<file path="config.mk">
export PLATFORM = sky130hd
export DESIGN_NAME = dll_sar_tracker
export DESIGN_NICKNAME = d
export VERILOG_FILES = /design/src/rtl/dll_ctrl_pkg.sv /design/src/rtl/dll_settle_timer.sv /design/src/rtl/dll_sar_tracker.sv
export SDC_FILE = /design/constraint.sdc
export NUM_CORES = 1
export LEC_CHECK = 0
export CAP_MARGIN = 40
export CORE_AREA = 4 4 54 56
export CTS_CLUSTER_SIZE = 14
export DETAILED_ROUTE_END_ITERATION = 16
export DIE_AREA = 0 0 58 60
export PLACE_DENSITY = 0.79
export SKIP_CTS_REPAIR_TIMING = 1
export SLEW_MARGIN = 40
export SYNTH_ARGS = -nofsm -noshare
export SYNTH_HDL_FRONTEND = slang
export SYNTH_HIERARCHICAL = 1
export SYNTH_SLANG_ARGS = --single-unit
</file>
<file path="constraint.sdc">
create_clock -name clk_ext -period 3.84 [get_ports clk_ext]
set_clock_uncertainty 0.05 [all_clocks]
set_input_delay 1.152 -clock clk_ext [delete_from_list [all_inputs] [get_ports clk_ext]]
set_output_delay 1.152 -clock clk_ext [all_outputs]
set_load 0.05 [all_outputs]
</file>
<file path="src/rtl/dll_ctrl_pkg.sv">
// Shared types and constants for the FMDLL delay-line code controller.
package dll_ctrl_pkg;

  // Widest delay-line code any controller instance may drive.
  localparam int DLL_CODE_MAX_W = 16;

  // Controller states: search (S_*), tracking (T_*), idle and frozen hold.
  typedef enum logic [2:0] {
    IDLE,
    S_WAIT,
    S_DECIDE,
    T_WAIT,
    T_DECIDE,
    HOLD
  } dll_state_e;

  // Direction of the most recent tracking step, used for dither detection.
  typedef enum logic [1:0] {
    NONE,
    UP,
    DOWN
  } step_dir_e;

  // True while the binary search is in progress.
  function automatic logic is_search(input dll_state_e s);
    return (s == S_WAIT) || (s == S_DECIDE);
  endfunction

endpackage

</file>
<file path="src/rtl/dll_settle_timer.sv">
// Loadable down-counter that spaces a code change from the comparator sample.
// Loading sets the count to SETTLE; expire is high while the count equals 1,
// which is the last wait cycle before the decision cycle.
module dll_settle_timer #(
  parameter int SETTLE = 4
) (
  input  logic clk_ext,
  input  logic rst_n,
  input  logic load,
  output logic expire
);

  localparam int TW = $clog2(SETTLE + 1);
  localparam logic [TW-1:0] LOAD_VAL = TW'(SETTLE);
  localparam logic [TW-1:0] ONE      = TW'(1);

  logic [TW-1:0] count;

  // Reload on request, otherwise count down and park at zero.
  // NOTE: sequential state is written with non-blocking assignments so every
  // flop samples the pre-edge values of its neighbours.
  always_ff @(posedge clk_ext or negedge rst_n) begin
    if (!rst_n) begin
      count <= '0;
    end else if (load) begin
      count <= LOAD_VAL;
    end else if (count != '0) begin
      count <= count - ONE;
    end
  end

  assign expire = (count == ONE);

endmodule

</file>
<file path="src/rtl/dll_sar_tracker.sv">
// Successive-approximation search and +/-1 LSB tracking controller for the
// FMDLL delay-line code. A WIDTH-bit binary search driven by the phase
// detector is followed, when DLL_SAR_TRACK_EN is defined, by tracking with
// dither-based lock detection; otherwise the final code is held.
// Configuration macro: DLL_SAR_TRACK_EN.
module dll_sar_tracker
  import dll_ctrl_pkg::*;
#(
  parameter int WIDTH       = 10,
  parameter int SETTLE      = 4,
  parameter int LOCK_DITHER = 4
) (
  input  logic                     clk_ext,
  input  logic                     rst_n,
  input  logic                     start,
  input  logic                     comp,
  output logic [WIDTH-1:0]         code,
  output logic [$clog2(WIDTH)-1:0] bit_idx,
  output logic                     busy,
  output logic                     done,
  output logic                     locked
);

  localparam int BIT_W = $clog2(WIDTH);
  localparam logic [WIDTH-1:0] CODE_MSB = {1'b1, {(WIDTH-1){1'b0}}};
  localparam logic [WIDTH-1:0] CODE_MAX = {WIDTH{1'b1}};
  localparam logic [WIDTH-1:0] CODE_ONE = WIDTH'(1);
  localparam logic [BIT_W-1:0] IDX_TOP  = BIT_W'(WIDTH - 1);
  localparam logic [BIT_W-1:0] IDX_ONE  = BIT_W'(1);

  dll_state_e       state, state_nxt;
  logic [WIDTH-1:0] code_nxt;
  logic [BIT_W-1:0] bit_idx_nxt;
  logic             done_nxt;
  logic             timer_load;
  logic             timer_expire;

`ifdef DLL_SAR_TRACK_EN
  step_dir_e        step_dir;
  logic             step_blocked;
`endif

  dll_settle_timer #(
    .SETTLE (SETTLE)
  ) u_timer (
    .clk_ext (clk_ext),
    .rst_n   (rst_n),
    .load    (timer_load),
    .expire  (timer_expire)
  );

  // Next-state, next-code and step decode; start overrides every state.
  // NOTE: every signal written here gets a default first, so no path through
  // the case statement can leave one unassigned and infer a latch.
  always_comb begin
    state_nxt   = state;
    code_nxt    = code;
    bit_idx_nxt = bit_idx;
    done_nxt    = 1'b0;
    timer_load  = 1'b0;
`ifdef DLL_SAR_TRACK_EN
    step_dir     = NONE;
    step_blocked = 1'b0;
`endif
    if (start) begin
      state_nxt   = S_WAIT;
      code_nxt    = CODE_MSB;
      bit_idx_nxt = IDX_TOP;
      timer_load  = 1'b1;
    end else begin
      case (state)
        IDLE, HOLD: begin
          // Wait for start; the code stays where it is.
        end
        S_WAIT: begin
          if (timer_expire) state_nxt = S_DECIDE;
        end
        S_DECIDE: begin
          if (!comp) code_nxt[bit_idx] = 1'b0;
          if (bit_idx != '0) begin
            code_nxt[bit_idx - IDX_ONE] = 1'b1;
            bit_idx_nxt = bit_idx - IDX_ONE;
            timer_load  = 1'b1;
            state_nxt   = S_WAIT;
          end else begin
            done_nxt = 1'b1;
`ifdef DLL_SAR_TRACK_EN
            timer_load = 1'b1;
            state_nxt  = T_WAIT;
`else
            state_nxt  = HOLD;
`endif
          end
        end
`ifdef DLL_SAR_TRACK_EN
        T_WAIT: begin
          if (timer_expire) state_nxt = T_DECIDE;
        end
        T_DECIDE: begin
          timer_load = 1'b1;
          state_nxt  = T_WAIT;
          if (comp) begin
            step_dir = UP;
            if (code == CODE_MAX) step_blocked = 1'b1;
            else                  code_nxt = code + CODE_ONE;
          end else begin
            step_dir = DOWN;
            if (code == '0) step_blocked = 1'b1;
            else            code_nxt = code - CODE_ONE;
          end
        end
`endif
        default: state_nxt = IDLE;
      endcase
    end
  end

  // State, code and status registers; busy and done are registered outputs.
  always_ff @(posedge clk_ext or negedge rst_n) begin
    if (!rst_n) begin
      state   <= IDLE;
      code    <= '0;
      bit_idx <= '0;
      busy    <= 1'b0;
      done    <= 1'b0;
    end else begin
      state   <= state_nxt;
      code    <= code_nxt;
      bit_idx <= bit_idx_nxt;
      busy    <= is_search(state_nxt);
      done    <= done_nxt;
    end
  end

`ifdef DLL_SAR_TRACK_EN
  localparam int LOCK_W = $clog2(LOCK_DITHER + 1);
  localparam logic [LOCK_W-1:0] LOCK_MAX = LOCK_W'(LOCK_DITHER);
  localparam logic [LOCK_W-1:0] LOCK_ONE = LOCK_W'(1);

  logic [LOCK_W-1:0] rev_cnt;
  step_dir_e         last_dir;

  // Count consecutive direction reversals; lock once LOCK_DITHER are seen.
  always_ff @(posedge clk_ext or negedge rst_n) begin
    if (!rst_n) begin
      rev_cnt  <= '0;
      locked   <= 1'b0;
      last_dir <= NONE;
    end else if (start) begin
      rev_cnt  <= '0;
      locked   <= 1'b0;
      last_dir <= NONE;
    end else if (state == T_DECIDE) begin
      if (step_blocked) begin
        rev_cnt  <= '0;
        locked   <= 1'b0;
        last_dir <= NONE;
      end else if ((last_dir != NONE) && (step_dir != last_dir)) begin
        if (rev_cnt != LOCK_MAX) rev_cnt <= rev_cnt + LOCK_ONE;
        if (rev_cnt >= LOCK_MAX - LOCK_ONE) locked <= 1'b1;
        last_dir <= step_dir;
      end else begin
        rev_cnt  <= '0;
        locked   <= 1'b0;
        last_dir <= step_dir;
      end
    end
  end
`else
  assign locked = 1'b0;
`endif

endmodule
</file>
==> impl_metrics.yaml <==
floorplanning:
  fp-row-count: 18
  pin_count: 21
  die-area_mm2: 0.003480
  die_h_um: 60
  fp.coreArea_mm2: 0.002432
  die_w_um: 58
  start_util_pct: 52.83
power_and_ir_drop:
  combPwrFrac_pct: 21.4
  p_per_area_mw_per_mm2: 337.9
  intPower_w: 0.0003576
  p_clk_share_pct: 25.2
  swShare_pct: 29.86
  p_leak_nw: 0.6131
  ir_worst_vdd_mv: 0.2349
  p_sw_w: 0.0001522
  fin_total_pwr_w: 0.0005098
  seqPwrFrac_pct: 53.4
worst_setup_path:
  crit_path_start_kind: "flip-flop"
  slowest_delay_ps: 890
  critical_path_arrival_ps: 1830
  cp_max_fo: 15
  crit_buf_inv: 1
  path_class: "flip-flop to output port"
  rr_startpoint: "bit_idx[0]$_DFFE_PN0P_"
  cp.required_ps: 2640
  crit_chain: "clkdlybuf4s50_1"
  rrSetupSlack_ps: 1560
  crit_slowest_cell: "clkdlybuf4s50_1"
  reg2reg_depth: 5
  crit_path_end_kind: "output port"
  path_delay_family: "buffers and inverters"
  regToRegEndpoint: "code[0]$_DFFE_PN0P_"
global_route:
  grt_pass1_wl_mm: 5.119
  grt_pass1_vias: 1065
  grt_max_degree: 23
  groute.usage.overall_pct: 19.21
  gr-total-overflow: 0
  antenna_found_initial: 0
sta:
  fin_ws_ps: 812.9
  tns_ps: 0
  fmax_mhz: 330.4
  fin_crit_ps: 3027
  setup_viol: 0
  worst_pin_slew_ps: 509.9
  slew_viol_final: 0
  max_slew_margin_pct: 65.65
  hold_viol_final: 0
  rsz0062_at_grt: "false"
  finalCritPeriodShare_pct: 78.83
synthesis:
  yosysMostFrequentCell: "dfrtp_1"
  yosys_warnings: 6
  post-synth-top-area-cell: "dfrtp_1"
  syn_nets: 144
  ys_top_cells_by_area: "dfrtp_1 (43%), ha_1 (9.7%), o311ai_0 (6.8%), o21ai_0 (4.3%), inv_1 (2.6%)"
  synth_top_area_share_pct: 42.84
  synthArstFlopShare_pct: 100.0
  syn_area_mm2: 0.001285
  syn_inst: 130
  synthTopCellsByCount: "dfrtp_1 (22), o21ai_0 (11), ha_1 (10), o311ai_0 (10), inv_1 (9)"
  synthFlopType: "dfrtp_1"
  ys_ff_latch: 22
  synth_edf_count: 0
  synth_area_per_cell_um2: 9.884
  seq_area_frac_synth_pct: 42.84
  yosysUniqueCellTypes: 42
detailed_routing:
  drt_iter0_markers: 71
  wl_mm: 3.052
  drc: 0
  vias_per_cell: 6.299
  ant_nets: 0
  vias: 1096
  drt-pass1-iter-count: 6
  wl_per_cell_um: 17.54
min_path:
  hp-start: "code[4]$_DFFE_PN0P_"
  hold_end: "code[4]$_DFFE_PN0P_"
  hold_class: "flip-flop to flip-flop"
  min_path_cells: 2
status:
  outcome: "complete, no violations"
finish:
  regArea_um2: 550.5
  layoutNonFillerInstCount: 174
  utilization_pct: 62.04
  multi_input_area_um2: 665.6
  diodes: 0
  nets: 159
  drive_above_1_share_pct: 6.944
  fillCellCount: 197
  area_growth_pct: 17.43
clocking:
  clk_path_buf_depth: 2
  numCtsBuffers: 3
  insertion_delay_ps: 310
  clkTransAtPathRegs_ps: 130
  cts_tree: "built"
  clockRootBuffer: "clkbuf_4"
  h-tree-depth: 1
  clkSinkCount: 22
placed_design:
  io_buffers: 19
  post-place-cells: 170
  dp_slack_ps: 715.8
  gp_congestion: 0.9105
  hpwl_mm: 2.141
job:
  drv_cap: 0
==> routing by layer <==
| metal | global-route usage, % | vias up | share of wire [%] |
|---|---|---|---|
| li1 | - | 502 | - |
| met1 | 28.18 | 536 | 44 |
| met2 | 27.74 | 56 | 46 |
| met3 | 4.752 | 2 | 8.7 |
| met4 | 5.960 | 0 | 0.56 |
| met5 | 0 | - | 0 |
==> flip-flops by register name, summed over array words and instances, names as in the netlist <==
register,flops
state,3
u_timer/count,3
done,1
busy,1
code,10
bit_idx,4
==> logic make-up after synthesis <==
| family | count (synthesis) | share of synthesized area (%) |
|---|---|---|
| other | 1 | 0.2918 |
| AOI/OAI and AO/OA | 36 | 20.06 |
| adders and majority gates | 10 | 9.737 |
| buffers and inverters | 18 | 5.842 |
| DFF | 22 | 42.84 |
| muxes | 1 | 1.168 |
| and+or+nand+nor | 42 | 20.06 |
==> final cells by class <==
cell class,instances,share of cell area [%]
inverters,9,2.239
flip-flops and latches,22,36.48
multi-input cells,90,44.11
clock buffers,4,2.405
well taps,30,2.488
repair buffers,19,12.27
==> stage by stage <==
| stage | area (µm²) | hold slack (ps) |
|---|---|---|
| 5_1_grt | 1509 | 546.4 |
| 6_report | 1509 | 515.5 |
| 4_1_cts | 1503 | 512.2 |
| 3_5_place_dp | 1466 | 493.6 |
| 2_1_floorplan | 1285 | 462.7 |
| 3_3_place_gp | 1471 | 480.0 |
==> worst max-delay path by stage <==
stage / startpoint / endpoint / slack (ps) / cells past startpoint
finish: bit_idx[3]$_DFFE_PN0P_ / bit_idx[3] / 810 / 1
global route: bit_idx[3]$_DFFE_PN0P_ / bit_idx[3] / 760 / 1
CTS: bit_idx[3]$_DFFE_PN0P_ / bit_idx[3] / 820 / 1
detailed placement: start / code[8]$_DFFE_PN0P_ / 720 / 4
global placement: start / code[8]$_DFFE_PN0P_ / 840 / 4
floorplan: start / code[8]$_DFFE_PN0P_ / 1450 / 4
==> cells in the final DEF (no fill, tap or decap), types with 5 or more instances in the layout <==
master           synthesis  routed
dfrtp_1                 22      22
inv_1                    9       9
ha_1                    10      10
o21ai_0                 11      11
nand2_1                  6       6
o311ai_0                10      10
clkdlybuf4s50_1          0      18
nand2b_1                 5       5
nor2b_1                  5       5
==> power by group through the flow <==
stage	Clock, W	Combinational, W	Sequential, W
3_5_place_dp	0	0.000110	0.000276
4_1_cts	0.000131	0.000110	0.000271
2_1_floorplan	0	0.0000753	0.000279
3_3_place_gp	0	0.000105	0.000273
6_report	0.000129	0.000109	0.000272
5_1_grt	0.000141	0.000125	0.000275
==> worst reg2reg max path: stages, from the launching register on <==
cell and delay (ps):
dfrtp_1 520, inv_1 190, ha_1 390, or3b_1 490, o311ai_0 380, o21ai_0 140
Note: power is estimated with default switching activity, not from simulation.
